--- src/rtl/navic_prn_pkg.sv ---
// Shared constants and state encoding for the NavIC L1 PRN generator scheduler.
package navic_prn_pkg;

    localparam int unsigned CODE_LEN = 10230;
    localparam int unsigned R_W      = 55;
    localparam int unsigned C_W      = 5;
    localparam int unsigned PRN_W    = 6;
    localparam int unsigned EDGE_W   = 24;
    localparam int unsigned IDX_W    = 14;

    typedef enum logic [1:0] {
        StIdle,
        StFetch,
        StRun,
        StDone
    } sched_state_e;

endpackage

--- src/rtl/rr_arbiter.sv ---
// Round-robin arbiter: grants the first active request at or after ptr_i, wrapping.
module rr_arbiter #(
    parameter  int unsigned N_REQ = 4,
    localparam int unsigned IdxW  = $clog2(N_REQ)
) (
    input  logic [N_REQ-1:0] req_i,
    input  logic [IdxW-1:0]  ptr_i,
    output logic [N_REQ-1:0] gnt_o,
    output logic [IdxW-1:0]  idx_o,
    output logic             valid_o
);

    logic [IdxW-1:0] cand;

    always_comb begin
        gnt_o   = '0;
        idx_o   = '0;
        valid_o = 1'b0;
        cand    = '0;
        for (int unsigned i = 0; i < N_REQ; i++) begin
            // N_REQ is a power of two, so the index addition wraps naturally.
            cand = ptr_i + IdxW'(i);
            if (!valid_o && req_i[cand]) begin
                valid_o     = 1'b1;
                gnt_o[cand] = 1'b1;
                idx_o       = cand;
            end
        end
    end

endmodule

--- src/rtl/prn_gen_sched.sv ---
// Shares one serial PRN generator among N_REQ channels: grant, fetch seeds, load,
// stream one code epoch under backpressure and capture its first/last chips.
module prn_gen_sched #(
    parameter  int unsigned N_REQ    = 4,
    parameter  int unsigned CODE_LEN = navic_prn_pkg::CODE_LEN,
    localparam int unsigned OwnW     = $clog2(N_REQ)
) (
    input  logic                                  clk,
    input  logic                                  rst_n,
    input  logic [N_REQ-1:0]                      req_valid,
    input  logic [navic_prn_pkg::PRN_W*N_REQ-1:0] req_prn,
    output logic [N_REQ-1:0]                      req_ready,
    output logic                                  tbl_rd,
    output logic [navic_prn_pkg::PRN_W-1:0]       tbl_addr,
    input  logic [navic_prn_pkg::R_W-1:0]         tbl_r0,
    input  logic [navic_prn_pkg::R_W-1:0]         tbl_r1,
    input  logic [navic_prn_pkg::C_W-1:0]         tbl_c,
    output logic                                  gen_load,
    output logic [navic_prn_pkg::R_W-1:0]         gen_r0,
    output logic [navic_prn_pkg::R_W-1:0]         gen_r1,
    output logic [navic_prn_pkg::C_W-1:0]         gen_c,
    output logic                                  gen_step,
    input  logic                                  gen_chip,
    output logic                                  chip_valid,
    input  logic                                  chip_ready,
    output logic                                  chip,
    output logic [navic_prn_pkg::IDX_W-1:0]       chip_idx,
    output logic [OwnW-1:0]                       owner,
    output logic                                  busy,
    output logic                                  done,
    output logic [navic_prn_pkg::EDGE_W-1:0]      first,
    output logic [navic_prn_pkg::EDGE_W-1:0]      last
);
    import navic_prn_pkg::*;

    localparam logic [IDX_W-1:0] LastIdx = IDX_W'(CODE_LEN - 1);

    sched_state_e      state_q, state_d;
    logic [OwnW-1:0]   rr_ptr_q, rr_ptr_d;
    logic [OwnW-1:0]   owner_q, owner_d;
    logic [IDX_W-1:0]  idx_q, idx_d;
    logic [EDGE_W-1:0] first_q, first_d, last_q, last_d;
    logic [EDGE_W-1:0] first_out_q, first_out_d, last_out_q, last_out_d;

    logic [N_REQ-1:0]  arb_gnt;
    logic [OwnW-1:0]   arb_idx;
    logic              arb_valid;
    logic [PRN_W-1:0]  prn_arr [N_REQ];

    for (genvar g = 0; g < N_REQ; g++) begin : g_prn
        assign prn_arr[g] = req_prn[g*PRN_W +: PRN_W];
    end

    rr_arbiter #(
        .N_REQ(N_REQ)
    ) u_arb (
        .req_i  (req_valid),
        .ptr_i  (rr_ptr_q),
        .gnt_o  (arb_gnt),
        .idx_o  (arb_idx),
        .valid_o(arb_valid)
    );

    always_comb begin
        state_d     = state_q;
        rr_ptr_d    = rr_ptr_q;
        owner_d     = owner_q;
        idx_d       = idx_q;
        first_d     = first_q;
        last_d      = last_q;
        first_out_d = first_out_q;
        last_out_d  = last_out_q;
        req_ready   = '0;
        tbl_rd      = 1'b0;
        tbl_addr    = '0;
        gen_load    = 1'b0;
        gen_r0      = '0;
        gen_r1      = '0;
        gen_c       = '0;
        gen_step    = 1'b0;
        chip_valid  = 1'b0;
        chip        = 1'b0;
        done        = 1'b0;

        unique case (state_q)
            StIdle: begin
                if (arb_valid) begin
                    req_ready = arb_gnt;
                    owner_d   = arb_idx;
                    tbl_rd    = 1'b1;
                    tbl_addr  = prn_arr[arb_idx];
                    rr_ptr_d  = arb_idx + OwnW'(1);
                    state_d   = StFetch;
                end
            end
            StFetch: begin
                gen_load = 1'b1;
                gen_r0   = tbl_r0;
                gen_r1   = tbl_r1;
                gen_c    = tbl_c;
                idx_d    = '0;
                state_d  = StRun;
            end
            StRun: begin
                chip_valid = 1'b1;
                chip       = gen_chip;
                if (chip_ready) begin
                    gen_step = 1'b1;
                    if (idx_q < IDX_W'(EDGE_W)) begin
                        first_d[idx_q[4:0]] = gen_chip;
                    end
                    // Bit 0 holds the oldest of the trailing chips, bit 23 the newest.
                    last_d = {gen_chip, last_q[EDGE_W-1:1]};
                    if (idx_q == LastIdx) begin
                        idx_d       = '0;
                        first_out_d = first_d;
                        last_out_d  = last_d;
                        state_d     = StDone;
                    end else begin
                        idx_d = idx_q + IDX_W'(1);
                    end
                end
            end
            StDone: begin
                done    = 1'b1;
                state_d = StIdle;
            end
            default: state_d = StIdle;
        endcase
    end

    always_ff @(posedge clk or negedge rst_n) begin
        if (!rst_n) begin
            state_q     <= StIdle;
            rr_ptr_q    <= '0;
            owner_q     <= '0;
            idx_q       <= '0;
            first_q     <= '0;
            last_q      <= '0;
            first_out_q <= '0;
            last_out_q  <= '0;
        end else begin
            state_q     <= state_d;
            rr_ptr_q    <= rr_ptr_d;
            owner_q     <= owner_d;
            idx_q       <= idx_d;
            first_q     <= first_d;
            last_q      <= last_d;
            first_out_q <= first_out_d;
            last_out_q  <= last_out_d;
        end
    end

    assign chip_idx = idx_q;
    assign owner    = owner_q;
    assign busy     = (state_q != StIdle);
    assign first    = first_out_q;
    assign last     = last_out_q;

endmodule

--- config.mk ---
export PLATFORM = sky130hd
export DESIGN_NAME = prn_gen_sched
export DESIGN_NICKNAME = d
export VERILOG_FILES = /design/src/rtl/navic_prn_pkg.sv /design/src/rtl/rr_arbiter.sv /design/src/rtl/prn_gen_sched.sv
export SDC_FILE = /design/constraint.sdc
export NUM_CORES = 1
export LEC_CHECK = 0
export BUFFER_PORTS_ARGS = -buffer_cell sky130_fd_sc_hd__buf_2
export CAP_MARGIN = 15
export CORE_AREA = 3 3 133 135
export DETAILED_ROUTE_END_ITERATION = 7
export DIE_AREA = 0 0 136 138
export GPL_ROUTABILITY_DRIVEN = 0
export PLACE_DENSITY = 0.74
export SYNTH_ARGS = -nofsm -noshare
export SYNTH_HDL_FRONTEND = slang
export SYNTH_SLANG_ARGS = --single-unit
--- constraint.sdc ---
create_clock -name clk -period 6.53 [get_ports clk]
set_input_delay 0.9795 -clock clk [delete_from_list [all_inputs] [get_ports clk]]
set_output_delay 0.9795 -clock clk [all_outputs]
set_load 0.05 [all_outputs]
==> flow_summary.ini, run 1 <==
[grt]
grt_max_degree = 118
antenna_found_initial = 22
grt_pass1_vias = 6358
grt_pass1_wl_um = 39100
grtUsageTotal_pct = 27.3
overflow = 0

[hold_path]
hold_class = register to register
min_path_cells = 2
min_from = first[11]
whs_endpoint = first[11]

[worst_setup_path]
end_kind = output port
cp-start-kind = register
rr_worst_depth = 7
arrival_ns = 4.82
cp_max_fo = 28
reg2reg_slack_ns = 2.55
cp_data_required_time_ns = 5.55
reg2reg_to = rr_ptr_q[1]
critPathKind = register to output port
r2r-start = rr_ptr_q[0]

[layout]
fin_util_pct = 56.5
area_growth_syn_to_layout_pct = 33.9
layoutNonFillerInstCount = 1281
num-nets-final = 1208
drive_gt1_share_pct = 41.4

[timing]
slew-limit-headroom_pct = 24.3
rsz0062_at_grt = false
clock_skew_ns = 0.00691
fmax_ghz = 0.173
whs_ns = 0.476
tightest_slew_ns = 1.13
final_hold_viol_count = 0
min_period_over_period_pct = 88.7
tns_ns = 0
final_max_slew_viol_count = 0
setup_slack_ns = 0.735
period_needed_ns = 5.80
setup_viol = 0

[pwr]
clkPwrFrac_pct = 20.9
p_int_uw = 1960
seq_power_share_pct = 21.2
peakVddDrop_uv = 319
p_leak_uw = 0.00498
switchingPower_uw = 2160
powerDensity_nw_per_um2 = 440
combPwrFrac_pct = 57.9
switching_share_pct = 52.4

[clock_network]
root_buffer = clkbuf_16
numCtsBuffers = 17
clockBufferDepth = 2
cts_tree = done
hold_buffers = 0
cts_resized = 0
clock_latency_ns = 0.41
clock_sinks = 115
clk_pin_slew_ns = 0.05
post_cts.repair.setup_buffers = 0
htree_num_levels = 4

[synthesis]
syn_area_um2 = 7000
synth_cell_types = 54
ys_ff_latch = 115
synth-edff-count = 0
syn_avg_cell_area_um2 = 9.57
synthCells = 731
synth_warnings = 0
yosys_most_used_dff = dfrtp_1
ys_seq_area_share_pct = 41.1
synthArstFlopShare_pct = 100
synth_fp_nets = 894

[place]
preCtsSetupSlack_ns = 1.26
placed_cells = 1246
io_buffers = 342
dp_hpwl_um = 21100

[routing]
first_iter_violations = 486
via_count = 6714
dr.pass1.iters = 6
wl_per_cell_um = 20.6
postRouteAntennaNets = 0
drcViolationCount = 0
totalWireLength_um = 26400
viasPerCell = 5.24

[die]
start_util_pct = 42.2
dieArea_um2 = 18800
fp.dieW_um = 136
core_area_um2 = 16600
io_pins = 343
row_count = 47
die_h_um = 138

[job]
cap_violations = 0

[outcome]
status = completed
-- synthesized netlist by cell type, drive strengths merged, types with 3 or more instances --
cell type	count	area share, %
a21o	3	0.32
a21oi	15	1.1
a221oi	3	0.38
a22o	4	0.50
and2	117	10
buf	15	1.2
clkbuf	37	2.0
dfrtp	115	41
ha	16	2.9
inv	9	0.48
mux2	74	12
mux2i	35	5.1
nand2	51	2.7
nand2b	5	0.45
nand3	9	0.64
nand3b	3	0.32
nand4	3	0.27
nor2	77	4.1
nor2b	4	0.36
nor3	7	0.50
nor4	3	0.27
o21a	7	0.75
o21ai	43	3.1
o221ai	14	1.8
o22ai	7	0.63
o31a	6	0.75
o41a	6	0.97
or2	7	0.63
or3	5	0.45
xor2	6	0.75
-- cell type report --
| type | instances | area, µm² |
|---|---|---|
| antenna | 4 | 10.0 |
| clock buffer | 18 | 439 |
| clock inverter | 13 | 111 |
| fill | 1500 | 7210 |
| inverter | 10 | 37.5 |
| multi-input combinational | 554 | 3870 |
| sequential | 115 | 2880 |
| tap | 220 | 275 |
| timing repair buffer | 347 | 1750 |
-- worst max-delay path: stages, from the launching register on --
cell and delay [ns]:
dfrtp_1 0.93, inv_1 0.36, ha_1 0.81, nor3_1 0.17, a21o_1 0.21, a211oi_2 0.90, nor2_1 0.15, o41a_1 0.41
o21ai_1 0.17, buf_2 0.29
-- power groups by stage --
stage	clock (µW)	sequential, µW	combinational, µW
floorplan	0	877	1850
global placement	0	881	2350
detailed placement	0	886	2370
CTS	873	874	2380
global route	907	889	2520
finish	860	875	2380
-- stage by stage --
stage                     total power, µW  area, µm²
after floorplan                      2720       7000
after global placement               3230       8810
after detailed placement             3250       8810
after CTS                            4120       9360
after global routing                 4320       9360
final                                4120       9370
-- layer usage --
metal	wire [µm]	GRT usage (%)	up-vias	part of all wire, %
met3	3360	13.5	47	13
met4	286	4.35	30	1.1
met5	184	0	-	0.70
met1	11200	36.7	3145	42
li1	-	-	3171	-
met2	11400	40.8	321	43
-- kinds of logic after synthesis --
kind of cell	Yosys count	share of synthesized area, %
compound gates	119	11.8
xor+xnor	8	1.00
fa+ha+maj	16	2.86
buf+inv	62	3.68
flops	115	41.1
mux	109	17.0
simple gates	302	22.6
-- how the worst max path moves through the flow --
stage,endpoint,slack (ns),start
2_1_floorplan,tbl_addr[0],1.81,rr_ptr_q[0]
3_3_place_gp,tbl_addr[2],1.45,rr_ptr_q[0]
3_5_place_dp,tbl_addr[2],1.26,rr_ptr_q[0]
4_1_cts,tbl_addr[2],0.82,rr_ptr_q[0]
5_1_grt,tbl_addr[4],0.44,rr_ptr_q[0]
6_report,tbl_addr[2],0.73,rr_ptr_q[0]
-- cells in the final DEF (no fill, tap or decap), types with 9 or more instances in the layout --
cell type,count
buf_2,341
o21ai_0,10
inv_1,9
mux2i_1,33
clkbuf_16,17
o221ai_1,14
mux2_1,27
and2_1,117
nand3_1,9
nand2_1,50
ha_1,15
dfrtp_1,115
nor2_1,77
o21ai_1,33
mux2_2,47
a21oi_1,15
-- flip-flops by register name, indices dropped and copies added (netlist names) --
name,count
last,24
first_q,24
chip_idx,14
state_q,2
last_q,23
first,24
owner,2
rr_ptr_q,2
(Power assumes the default switching activity.)
==> inputs of run 2 (changes only) <==
--- a/config.mk
+++ b/config.mk
@@ -7,11 +7,12 @@
 export LEC_CHECK = 0
 export BUFFER_PORTS_ARGS = -buffer_cell sky130_fd_sc_hd__buf_2
 export CAP_MARGIN = 15
-export CORE_AREA = 3 3 133 135
+export CORE_ASPECT_RATIO = 0.5
+export CORE_MARGIN = 3
+export CORE_UTILIZATION = 51
 export DETAILED_ROUTE_END_ITERATION = 7
-export DIE_AREA = 0 0 136 138
 export GPL_ROUTABILITY_DRIVEN = 0
-export PLACE_DENSITY = 0.74
+export PLACE_DENSITY = 0.87
 export SYNTH_ARGS = -nofsm -noshare
 export SYNTH_HDL_FRONTEND = slang
 export SYNTH_SLANG_ARGS = --single-unit
==> flow_summary.ini, run 2 (synthesis gave the netlist of run 1 again) <==
[routing]
dr.pass1.iters = 5
wl_per_cell_um = 20.7
viasPerCell = 5.73
drcViolationCount = 0
postRouteAntennaNets = 0
totalWireLength_um = 25500
via_count = 7043
first_iter_violations = 558

[timing]
clock_skew_ns = 0.00569
tightest_slew_ns = 1.12
fmax_ghz = 0.174
final_hold_viol_count = 0
final_max_slew_viol_count = 0
tns_ns = 0
setup_viol = 0
slew-limit-headroom_pct = 24.9
min_period_over_period_pct = 87.8
rsz0062_at_grt = false
period_needed_ns = 5.73

[clock_network]
clock_latency_ns = 0.41
root_buffer = clkbuf_16
clockBufferDepth = 2
numCtsBuffers = 17
cts_resized = 0
clk_pin_slew_ns = 0.05
cts_tree = done
clock_sinks = 115
htree_num_levels = 4
post_cts.repair.setup_buffers = 0
hold_buffers = 0

[pwr]
power_uw = 4190
peakVddDrop_uv = 329
p_int_uw = 2050
switchingPower_uw = 2140
switching_share_pct = 51.1
powerDensity_nw_per_um2 = 448
p_leak_uw = 0.00499
combPwrFrac_pct = 56.7
seq_power_share_pct = 21.0
clkPwrFrac_pct = 22.3

[grt]
grt_pass1_wl_um = 37800
overflow = 0
grtUsageTotal_pct = 32.8
antenna_found_initial = 4
grt_max_degree = 117
grt_pass1_vias = 6766

[layout]
regArea_um2 = 2880
multi_input_area_um2 = 3870
drive_gt1_share_pct = 41.2
num-nets-final = 1208
n_fill_cell = 933
final_common_cell = buf_2
area_growth_syn_to_layout_pct = 33.6
most-common-layout-cells = buf_2 (341), and2_1 (117), dfrtp_1 (115)

[die]
start_util_pct = 53.7
die_h_um = 88.8
core_area_um2 = 13000
io_pins = 343
row_count = 29
dieArea_um2 = 15300
fp.dieW_um = 172

[worst_setup_path]
end_kind = output port
critPathKind = register to output port
cp_max_fo = 28
max_stage_delay_ns = 0.92
cp-start-kind = register
crit_chain = inv_1, ha_1, nor3_1, a21o_1, a211oi_2, nor2_1, o41a_1, o21ai_1, buf_2
cp_data_required_time_ns = 5.55
cpMaxStageDelayCell = dfrtp_1
arrival_ns = 4.75

[outcome]
status = completed

[place]
dp_hpwl_um = 19200
io_buffers = 342

[hold_path]
hold_class = register to register

[job]
cap_violations = 0
run 2: through the flow:
stage	util [%]	cells	worst slack [ns]	area, µm²	hold WS, ns
after detailed placement	67.2	1196	1.34	8750	0.471
after CTS	71.7	1227	0.906	9340	0.483
final	71.8	1230	0.797	9350	0.478
after global routing	71.7	1227	0.485	9340	0.497
after floorplan	-	731	1.81	7000	0.457
after global placement	67.2	1196	1.54	8750	0.463
run 2: path summary, 6_finish.rpt:
kind | slack, ns | start | endpoint | depth (start not counted)
max | 0.80 | rr_ptr_q[0] | tbl_addr[3] | 9
min | 0.48 | first[1] | first[1] | 2
max reg2reg | 2.63 | rr_ptr_q[0] | rr_ptr_q[1] | 7
min reg2reg | 0.48 | first[1] | first[1] | 2
max in group asynchronous | 4.64 | rst_n | last_q[17] | 2
min in group asynchronous | 0.58 | rst_n | first[19] | 1
run 2: cell type report:
class                      instances  share of cell area (%)
multi-input combinational        554                    41.4
sequential                       115                    30.8
timing repair buffer             347                    18.7
clock buffer                      22                    4.96
tap                              170                    2.27
clock inverter                     9                    1.39
inverter                          10                   0.401
antenna                            3                  0.0803
run 2: power by group through the flow:
stage	Combinational [µW]	Clock, µW	Sequential [µW]
after CTS	2360	940	875
after detailed placement	2340	0	887
after floorplan	1850	0	877
after global routing	2500	976	891
after global placement	2290	0	879
final	2370	934	878
run 2: critical path, delay by kind of cell (launching register included):
family / cells / cell delay (ns)
buf+inv: 2 / 0.63
fa+ha+maj: 1 / 0.79
flops: 1 / 0.92
compound gates: 4 / 1.68
simple gates: 2 / 0.32
run 2: per-layer routing:
layer	part of all wire, %	GRT usage, %	wire [µm]
met5	0.18	0	45
met4	6.9	23.1	1770
met3	8.7	9.15	2210
met2	46	52.7	11600
met1	39	38.7	9810
